`src/rtl/axi_lite_video_reg_bridge.sv`:
```
// axi_lite_video_reg_bridge: AXI4-Lite slave driving 4-phase strobe/ack coefficient writes and histogram reads
module axi_lite_video_reg_bridge #(
    parameter int NUM_COEF    = 5,
    parameter int TIMEOUT_W   = 26,
    parameter int TIMEOUT_CYC = 50000000
) (
    input  logic        clk,
    input  logic        rst,
    input  logic [7:0]  s_awaddr,
    input  logic        s_awvalid,
    output logic        s_awready,
    input  logic [31:0] s_wdata,
    input  logic [3:0]  s_wstrb,
    input  logic        s_wvalid,
    output logic        s_wready,
    output logic [1:0]  s_bresp,
    output logic        s_bvalid,
    input  logic        s_bready,
    input  logic [7:0]  s_araddr,
    input  logic        s_arvalid,
    output logic        s_arready,
    output logic [31:0] s_rdata,
    output logic [1:0]  s_rresp,
    output logic        s_rvalid,
    input  logic        s_rready,
    output logic [7:0]  fir_addr_o,
    output logic [31:0] fir_coeff_o,
    output logic        wr_strobe_o,
    input  logic        wr_ack_i,
    output logic        rd_strobe_o,
    input  logic        rd_ack_i,
    input  logic [31:0] hist_bin_i
);
    localparam int IW = (NUM_COEF > 1) ? $clog2(NUM_COEF) : 1;
    localparam logic [8:0] COEF_END = 9'(4 * NUM_COEF);
    localparam logic [TIMEOUT_W-1:0] TO_LAST = TIMEOUT_W'(TIMEOUT_CYC - 1);
    localparam logic [1:0] OKAY = 2'b00;
    localparam logic [1:0] SLVERR = 2'b10;

    typedef enum logic [2:0] {IDLE, WR_REQ, WR_REL, WR_RESP, RD_REQ, RD_REL, RD_RESP} state_t;

    state_t state, state_n;
    logic [1:0] wr_sync, rd_sync;
    logic wr_ack_s, rd_ack_s;
    logic [TIMEOUT_W-1:0] tcnt, tcnt_n;
    logic [15:0] timeout_cnt, timeout_cnt_n;
    logic last_wr, last_wr_n;
    logic [31:0] shadow [2**IW];
    logic shadow_we;
    logic wr_strobe_n, rd_strobe_n, bvalid_n, rvalid_n;
    logic [1:0] bresp_n, rresp_n;
    logic [31:0] rdata_n, fir_coeff_n;
    logic [7:0] fir_addr_n;
    logic take_wr, take_rd, coef_w, coef_r, timed_out;

    assign wr_ack_s  = wr_sync[1];
    assign rd_ack_s  = rd_sync[1];
    assign take_wr   = s_awvalid & s_wvalid & (!s_arvalid | !last_wr);
    assign take_rd   = s_arvalid & !take_wr;
    assign coef_w    = ({1'b0, s_awaddr} < COEF_END) && (s_awaddr[1:0] == 2'b00);
    assign coef_r    = ({1'b0, s_araddr} < COEF_END) && (s_araddr[1:0] == 2'b00);
    assign timed_out = tcnt == TO_LAST;

    // State, handshake outputs, ack synchronisers and counters
    always_ff @(posedge clk) begin
        if (rst) begin
            state       <= IDLE;
            wr_sync     <= '0;
            rd_sync     <= '0;
            tcnt        <= '0;
            timeout_cnt <= '0;
            last_wr     <= 1'b0;
            wr_strobe_o <= 1'b0;
            rd_strobe_o <= 1'b0;
            s_bvalid    <= 1'b0;
            s_bresp     <= OKAY;
            s_rvalid    <= 1'b0;
            s_rresp     <= OKAY;
            s_rdata     <= '0;
            fir_addr_o  <= '0;
            fir_coeff_o <= '0;
        end else begin
            state       <= state_n;
            wr_sync     <= {wr_sync[0], wr_ack_i};
            rd_sync     <= {rd_sync[0], rd_ack_i};
            tcnt        <= tcnt_n;
            timeout_cnt <= timeout_cnt_n;
            last_wr     <= last_wr_n;
            wr_strobe_o <= wr_strobe_n;
            rd_strobe_o <= rd_strobe_n;
            s_bvalid    <= bvalid_n;
            s_bresp     <= bresp_n;
            s_rvalid    <= rvalid_n;
            s_rresp     <= rresp_n;
            s_rdata     <= rdata_n;
            fir_addr_o  <= fir_addr_n;
            fir_coeff_o <= fir_coeff_n;
        end
    end

    // Local copy of coefficients so COEF reads never touch the pixel domain
    always_ff @(posedge clk) begin
        if (rst) begin
            for (int i = 0; i < 2**IW; i++) shadow[i] <= '0;
        end else if (shadow_we) begin
            shadow[s_awaddr[IW+1:2]] <= s_wdata;
        end
    end

    // Next-state and output decisions; acceptance is gated until both acks are released
    always_comb begin
        state_n       = state;
        last_wr_n     = last_wr;
        timeout_cnt_n = timeout_cnt;
        wr_strobe_n   = wr_strobe_o;
        rd_strobe_n   = rd_strobe_o;
        bvalid_n      = s_bvalid;
        bresp_n       = s_bresp;
        rvalid_n      = s_rvalid;
        rresp_n       = s_rresp;
        rdata_n       = s_rdata;
        fir_addr_n    = fir_addr_o;
        fir_coeff_n   = fir_coeff_o;
        shadow_we     = 1'b0;
        s_awready     = 1'b0;
        s_wready      = 1'b0;
        s_arready     = 1'b0;
        case (state)
            IDLE: if (!rst && !wr_ack_s && !rd_ack_s) begin
                if (take_wr) begin
                    s_awready = 1'b1;
                    s_wready  = 1'b1;
                    last_wr_n = 1'b1;
                    if (coef_w && s_wstrb == 4'hF) begin
                        fir_addr_n  = s_awaddr;
                        fir_coeff_n = s_wdata;
                        shadow_we   = 1'b1;
                        wr_strobe_n = 1'b1;
                        state_n     = WR_REQ;
                    end else begin
                        bvalid_n = 1'b1;
                        bresp_n  = SLVERR;
                        state_n  = WR_RESP;
                    end
                end else if (take_rd) begin
                    s_arready = 1'b1;
                    last_wr_n = 1'b0;
                    if (s_araddr == 8'h40) begin
                        rd_strobe_n = 1'b1;
                        state_n     = RD_REQ;
                    end else begin
                        rvalid_n = 1'b1;
                        state_n  = RD_RESP;
                        rresp_n  = (coef_r || s_araddr == 8'h44) ? OKAY : SLVERR;
                        rdata_n  = coef_r ? shadow[s_araddr[IW+1:2]] :
                                   (s_araddr == 8'h44) ? {16'b0, timeout_cnt} : '0;
                    end
                end
            end
            WR_REQ, WR_REL: begin
                if (state == WR_REQ && wr_ack_s) begin
                    wr_strobe_n = 1'b0;
                    state_n     = WR_REL;
                end else if (state == WR_REL && !wr_ack_s) begin
                    bvalid_n = 1'b1;
                    bresp_n  = OKAY;
                    state_n  = WR_RESP;
                end else if (timed_out) begin
                    wr_strobe_n   = 1'b0;
                    bvalid_n      = 1'b1;
                    bresp_n       = SLVERR;
                    timeout_cnt_n = timeout_cnt + 16'(timeout_cnt != 16'hFFFF);
                    state_n       = WR_RESP;
                end
            end
            RD_REQ, RD_REL: begin
                if (state == RD_REQ && rd_ack_s) begin
                    rdata_n     = hist_bin_i;
                    rd_strobe_n = 1'b0;
                    state_n     = RD_REL;
                end else if (state == RD_REL && !rd_ack_s) begin
                    rvalid_n = 1'b1;
                    rresp_n  = OKAY;
                    state_n  = RD_RESP;
                end else if (timed_out) begin
                    rd_strobe_n   = 1'b0;
                    rvalid_n      = 1'b1;
                    rresp_n       = SLVERR;
                    rdata_n       = '0;
                    timeout_cnt_n = timeout_cnt + 16'(timeout_cnt != 16'hFFFF);
                    state_n       = RD_RESP;
                end
            end
            WR_RESP: if (s_bready) begin
                bvalid_n = 1'b0;
                state_n  = IDLE;
            end
            RD_RESP: if (s_rready) begin
                rvalid_n = 1'b0;
                state_n  = IDLE;
            end
            default: state_n = IDLE;
        endcase
        tcnt_n = (state_n == state && state inside {WR_REQ, WR_REL, RD_REQ, RD_REL}) ?
                 tcnt + TIMEOUT_W'(1) : '0;
    end
endmodule

```
`config.mk`:
```
export PLATFORM = sky130hd
export DESIGN_NAME = axi_lite_video_reg_bridge
export DESIGN_NICKNAME = d
export VERILOG_FILES = /design/src/rtl/axi_lite_video_reg_bridge.sv
export SDC_FILE = /design/constraint.sdc
export NUM_CORES = 1
export LEC_CHECK = 0
export CORE_MARGIN = 10
export CORE_UTILIZATION = 34
export CTS_CLUSTER_SIZE = 40
export DETAILED_ROUTE_END_ITERATION = 6
export PLACE_DENSITY = 0.63
export SYNTH_ARGS = -nofsm -noshare
export SYNTH_HDL_FRONTEND = slang
export SYNTH_SLANG_ARGS = --single-unit
export TNS_END_PERCENT = 10
```
`constraint.sdc`:
```
create_clock -name clk -period 3.2 [get_ports clk]
set_input_delay 0.64 -clock clk [delete_from_list [all_inputs] [get_ports clk]]
set_output_delay 0.64 -clock clk [all_outputs]
set_load 0.02 [all_outputs]
```
==> summary.md <==
| Metric | Value |
|---|---|
| Die Area | `51,700 um^2` |
| Residual overflow from global routing | `0` |
| Final routed wire length divided by cell count | `19.6 um` |
| Leakage | `6.59 nW` |
| Reported max-cap violation count | `0` |
| Arrival time at the worst endpoint | `2.38 ns` |
| Element type at the critical path end | `primary output` |
| Layout cells sized above 1 | `13.6%` |
| Worst-case setup slack after placement | `-0.0377 ns` |
| Number of stages on the worst hold path | `1` |
| Critical Path Source Type | `flop` |
| IR Drop Worst-Case VDD | `0.327 mV` |
| # fillers | `3,933` |
| Post-layout util | `between 40 and 50%` |
| Proportion of synthesized chip area in sequential cells | `about three fifths` |
| Site row count | `75` |
| Effective utilization at floorplan | `approximately a third` |
| Number of warnings reported in the yosys synthesis log | `0` |
| Register clock-pin slew on the reported worst setup and hold paths | `0.06 ns` |
| Wirelength, routed | `just under 40 mm` |
| TritonCTS clock tree | `built` |
| Number of design-rule violations left by the first detailed-router iteration | `927` |
| Total design power | `10.1 mW` |
| Number of instances in the synthesized netlist | `1,195` |
| RSZ-0062 raised after global routing | `false` |
| Number of placed I/O pins | `176` |
| Number of failing hold endpoints at the final stage | `0` |
| Most area-hungry cell type in the Yosys netlist | `sky130_fd_sc_hd__edfxtp_1` |
| Number of nets in the finished design | `1,533` |
| Final HPWL DP | `27.5 mm` |
| Area of the placeable core | `42,200 um^2` |
| Clock latency at the later pin of the worst-skew pair | `0.54 ns` |
| Number of flops mapped to enable cells by yosys | `approximately 210` |
| Worst min path class | `flop to flop` |
| Most frequent cells after synthesis | `sky130_fd_sc_hd__edfxtp_1, sky130_fd_sc_hd__and2_1, sky130_fd_sc_hd__dfxtp_1, sky130_fd_sc_hd__nand2_1, sky130_fd_sc_hd__a21oi_1` |
| Most used standard cell by instance count after synthesis | `sky130_fd_sc_hd__edfxtp_1` |
| Setup slack on the worst flop-to-flop path | `0.21 ns` |
| Clock buffer depth | `3` |
| Final critical path time including I/O delays and setup | `3.02 ns` |
| Pin count of the biggest net entering global routing | `81` |
| Setup TNS | `0 ns` |
| Initial DRT Pass Iterations | `6` |
| Slew Viols, Final | `0` |
| Cell types occupying the most area after synthesis | `sky130_fd_sc_hd__edfxtp_1, sky130_fd_sc_hd__dfxtp_1, sky130_fd_sc_hd__mux4_2, sky130_fd_sc_hd__and2_1, sky130_fd_sc_hd__a21oi_1` |
| Signed area change from the synthesized netlist to the final layout | `27.8%` |
| Routed vias/inst | `5.02` |
| Global-route wire length before repair | `60.3 mm` |
| Actual transition at the worst max-transition pin | `1.00 ns` |
| PnR worst setup slack | `about 0.18 ns` |
| CP Class | `flop to primary output` |
| Clock tree root buffer cell | `sky130_fd_sc_hd__clkbuf_16` |
| Required time of the worst setup path | `2.56 ns` |
| Achievable Freq | `331 MHz` |
| Final cell area excluding filler cells | `around 19,000 um^2` |
| Final setup skew | `0.0166 ns` |
| Global placement routability congestion | `0.832` |
| Hold Startpoint | `tcnt[0]` |
| Total number of vias | `10,100` |
| Leading register cell type out of synthesis | `sky130_fd_sc_hd__edfxtp_1` |
| TritonCTS buffer count | `38` |
| H-Tree Level Count | `2` |
| Initial antenna violation count | `2` |
| Flip-flop and latch count after synthesis | `336` |
| Count of antenna-violating nets left after detailed routing | `0` |
| Overall die width | `227 um` |
| Crit path launch | `wr_sync[1]` |
| Syn_area_per_cell | `around 12 um^2` |
| Via count of the first global-routing pass | `10,400` |
| Destination of the worst register-to-register timing path | `shadow[1][16]` |
| Worst Reg-to-Reg Cells | `7` |
| Sequential cell area | `~8800 um^2` |
| Period utilization | `94.3%` |
| Number of sinks driven by the clock tree | `336` |
| Total setup buffers inserted after CTS | `0` |
| Final setup violation count | `0` |
| Number of buffer cells added on primary ports | `173` |
| Endpoint, Worst Hold | `tcnt[0]` |
| Startpoint of the most critical register-to-register path | `wr_sync[1]` |
| Post-Synthesis Cell Area | `14,600 um^2` |
| Post-route DRC violation count | `0` |
| Worst relative slew slack | `about a third` |
| Share of flip-flops with an asynchronous set or reset after synthesis | `0%` |
| Placed cell count | `1,936` |
| Max Fanout on Critical Path | `7` |
| All-layer global routing usage | `15.1%` |
| Count of unique library cells instantiated by Yosys | `64` |
| Final-layout worst hold slack | `between 0.4 and 0.5 ns` |
| Finished Layout Cells | `2,007` |
| Placed standard-cell area | `about 18,000 um^2` |
| Total power divided by cell area | `543 nW/um^2` |
| Status | `finished, final reports clean` |
| Multi-input combinational cell area | `5530 um^2` |
| Portion of synthesized cell area occupied by the leading cell type | `42.7%` |
| Vertical die dimension | `227 um` |
==> flip-flops by register name, indices dropped and copies added, names as in the netlist <==
name and count:
rd_sync 2, fir_addr_o 8, tcnt 26, timeout_cnt 16, fir_coeff_o 32, rd_strobe_o 1
state 3, wr_strobe_o 1, wr_sync 2, s_rdata 32, s_bresp 1, s_rresp 1
shadow 208, s_bvalid 1, last_wr 1, s_rvalid 1
==> layout make-up <==
class | count | share of cell area (%)
Multi-Input combinational cell | 796 | 29.6
Timing Repair Buffer | 236 | 12.7
Inverter | 29 | 0.582
Sequential cell | 336 | 47.1
Clock buffer | 50 | 5.50
Clock inverter | 19 | 0.870
Antenna cell | 2 | 0.0268
Tap cell | 539 | 3.61
==> how the worst max path moves through the flow <==
stage,endpoint,slack (ns)
floorplan,shadow[4][0],-0.03
global placement,shadow[1][9],-0.02
detailed placement,shadow[1][10],-0.04
CTS,s_awready,0.05
global route,s_awready,0.11
finish,s_awready,0.18
==> routing by layer <==
layer	routed length, um	vias to the layer above	part of all wire [%]	GRT usage [%]
met4	778	2	2.0	4.84
met2	18400	265	47	24.3
met5	11	-	0.028	0
met3	2530	47	6.4	3.73
li1	-	4815	-	-
met1	17500	4951	45	19.5
==> critical path: stages, from the launching register on <==
cell and delay (ns):
sky130_fd_sc_hd__dfxtp_1 0.41, sky130_fd_sc_hd__or4_4 0.53, sky130_fd_sc_hd__or3_1 0.35, sky130_fd_sc_hd__buf_4 0.17
sky130_fd_sc_hd__nor2_1 0.18, sky130_fd_sc_hd__clkbuf_2 0.21
==> layout by cell type, fill, tap and decap left out, types with 7 or more instances in the layout <==
cell	synthesis	layout
sky130_fd_sc_hd__edfxtp_1	208	208
sky130_fd_sc_hd__and2_1	166	167
sky130_fd_sc_hd__clkdlybuf4s50_1	0	166
sky130_fd_sc_hd__dfxtp_1	128	128
sky130_fd_sc_hd__nand2_1	106	106
sky130_fd_sc_hd__a21oi_1	86	85
sky130_fd_sc_hd__nor2_1	50	50
sky130_fd_sc_hd__conb_1	1	50
sky130_fd_sc_hd__mux4_2	48	48
sky130_fd_sc_hd__buf_4	13	48
sky130_fd_sc_hd__clkbuf_16	0	39
sky130_fd_sc_hd__o21ai_0	33	33
sky130_fd_sc_hd__a211oi_1	32	32
sky130_fd_sc_hd__inv_1	28	28
sky130_fd_sc_hd__nand3_1	21	21
sky130_fd_sc_hd__mux2i_1	19	19
sky130_fd_sc_hd__a2bb2oi_1	16	16
sky130_fd_sc_hd__a222oi_1	16	16
sky130_fd_sc_hd__xor2_1	16	16
sky130_fd_sc_hd__buf_12	0	16
sky130_fd_sc_hd__and3_1	14	14
sky130_fd_sc_hd__xnor2_1	13	13
sky130_fd_sc_hd__nand4_1	10	10
sky130_fd_sc_hd__clkbuf_1	53	10
sky130_fd_sc_hd__or3_1	10	9
sky130_fd_sc_hd__nor3_1	10	8
sky130_fd_sc_hd__nor2b_1	7	7
==> where the power goes <==
part | total, mW | switching (mW) | internal, mW
logic | 1.10 | 0.597 | 0.502
clock network | 4.19 | 1.75 | 2.44
registers | 4.86 | 0.0733 | 4.79
total | 10.1 | 2.42 | 7.73
==> timing repair <==
action | 4_1_cts | 5_1_grt
hold endpoints to repair | 0 | 0
hold buffers | 0 | 0
gates resized for setup | 3 | 6
endpoints found under the setup margin | 3 | 3
==> cell families (layout without fill, tap and decap cells) <==
group | count (synthesis) | count (layout) | synth area share [%]
compound gates | 211 | 211 | 9.24
xor+xnor | 29 | 29 | 1.74
fa+ha+maj | 3 | 3 | 0.257
buf+inv | 112 | 334 | 3.46
flops | 336 | 336 | 60.2
mux | 68 | 68 | 8.77
other cells | 1 | 52 | 0.0256
simple gates | 435 | 435 | 16.3
(Power assumes the default switching activity.)
==> variant: new RTL, config.mk and constraints unchanged <==
One comparison of `tcnt` changes from == to >=.
--- a/src/rtl/axi_lite_video_reg_bridge.sv
+++ b/src/rtl/axi_lite_video_reg_bridge.sv
@@ -59,7 +59,7 @@
     assign take_rd   = s_arvalid & !take_wr;
     assign coef_w    = ({1'b0, s_awaddr} < COEF_END) && (s_awaddr[1:0] == 2'b00);
     assign coef_r    = ({1'b0, s_araddr} < COEF_END) && (s_araddr[1:0] == 2'b00);
-    assign timed_out = tcnt == TO_LAST;
+    assign timed_out = tcnt >= TO_LAST;
 
     // State, handshake outputs, ack synchronisers and counters
     always_ff @(posedge clk) begin
Behaviour: same outputs for any inputs over 4 cycles, from zero or initial values and one cycle with rst high; that may be too few to reach the edited logic, so the function may still have changed.
==> variant against the unedited design <==
Sequential cell count increased by 48; power increased by 15%; maximum frequency down 1.9%; routed wire length rose by 11%; sequential share of layout area is 0.52 points higher; synthesized area is 15% higher; setup slack got worse by 0.059 ns; design area is 15% higher.
==> variant: results (changes against the unedited design) <==
The half-perimeter wire length of the detailed placement result is 28.64 mm (+4.0%). The standard cell area after detailed placement came out at 0.02001 mm2 (+14%). The leakage power came to 7.706 nW (+17%).

The worst-case hold slack was 0.4509 ns (+0.002028 ns). The via density per instance is 4.906 (-2.3%). The worst register-to-register path begins at timeout_cnt[2]. The net count reported at finish is 1,693 (+10%). The sequential cell area fraction in the yosys report is 60.73% (+0.48 points). The largest net degree at the start of global routing is 171 (+110%). The post-placement worst setup slack was 0.1926 ns (+0.2303 ns). The register-to-register path setup slack came out at 0.78 ns (+0.57 ns). The mux share of post-synthesis cell area was 11.75% (+3.0 points). The cell area after layout is 0.02151 mm2 (+15%). The adder and majority gate portion of the synthesized area came to 0.2224% (-0.034 points). The number of synthesized flops with an enable pin came out at 256 (+23%). The number of antenna diodes came to 0 (-2). The first-pass GRT wire length is 66.83 mm (+11%).

The stage delay of the slowest cell on the critical path is 0.68 ns (+0.15 ns). The largest vdd supply drop is 0.0003630 V (+11%). The placer congestion estimate came out at 0.8178 (-1.7%). The xor/xnor share of the synthesized area is 1.194% (-0.54 points). The run finished with clean final reports. The data arrival time of the critical path is 2.44 ns (+0.06 ns). Sorting the synthesized cells by how often they occur yields edfxtp_1 (256), and2_1 (163), dfxtp_1 (128), nand2_1 (92), a21oi_1 (73).

The endpoint with the worst hold slack is fir_coeff_o[8]. The biggest fanout along the worst timing path is 18 (+11). The cell count after placement came to 2,215 (+14%). The violation count after the first detailed-route iteration came out at 931 (+0.43%).

In this run the worst setup path begins at state[1]. The total of fill cells in the finished design came out at 4,569 (+16%). The worst-case clock skew is 0.01526 ns (-0.001384 ns). The share of post-route cells with drive strength above 1 came out at 13.47% (-0.10 points).

Among all stages on the critical path, the largest delay is contributed by clkdlybuf4s50_1. The worst hold path begins at fir_coeff_o[8]. The post-cts repair resize count came out at 0 (-3). The largest registers in the layout are shadow x256, fir_coeff_o x32, s_rdata x32. The global-route usage over all layers is 14.37% (-0.70 points). The TritonCTS buffer count is 44 (+16%).

The number of vias after detailed routing came out at 11,270 (+12%). The complex-gate fraction of the synthesized area came out at 6.946% (-2.3 points). The cell count of the worst hold path is 2 (+1). The count of distinct cell types in the synthesized netlist came out at 69 (+7.8%).
variant: cell count changes in the layout (fill, tap and decap cells not counted), sizes merged, moves of 14 or more:
cell / unedited run / this run
inv: 30 / 12
mux2: 1 / 49
edfxtp: 208 / 256
o21ai: 35 / 12
nand3: 21 / 39
nand2b: 3 / 19
nand2: 106 / 92
a2bb2oi: 16 / 0
nor2b: 7 / 40
a211oi: 32 / 2
a222oi: 16 / 0
conb: 50 / 98
a22oi: 0 / 49
mux2i: 19 / 35
variant: cell families after synthesis:
| logic type | count (synthesis) |
|---|---|
| fa+ha+maj | 3 |
| buf+inv | 102 |
| mux | 132 |
| flops | 384 |
| other cells | 1 |
| compound gates | 179 |
| xor+xnor | 23 |
| simple gates | 498 |
variant: layer usage:
metal | vias up | track usage (%) | routed length [um]
met3 | 74 | 3.229 | 3186
met2 | 348 | 22.62 | 19670
li1 | 5344 | - | -
met5 | - | 0 | 13
met4 | 2 | 4.319 | 966
met1 | 5501 | 19.41 | 19570
variant: power by group through the flow:
stage                     logic [mW]  registers, mW  clock network [mW]
after floorplan                0.481           5.63                   0
after global placement         0.854           5.64                   0
after detailed placement       0.861           5.65                   0
after CTS                      0.865           5.55                5.35
after global routing           0.930           5.56                5.54
final                          0.856           5.54                5.23
variant: layout make-up:
class / instances / share of cell area [%]
clock inverters: 32 / 1.652
multi-input cells: 933 / 30.59
repair buffers: 226 / 10.79
clock buffers: 50 / 5.322
flip-flops and latches: 384 / 47.64
well taps: 664 / 3.862
inverters: 8 / 0.1396
variant: critical path: cells and delay by family, from the launching register on:
kind | cells | cell delay (ns)
AND/OR/NAND/NOR | 2 | 0.73
buffers and inverters | 1 | 0.68
flip-flops | 1 | 0.46
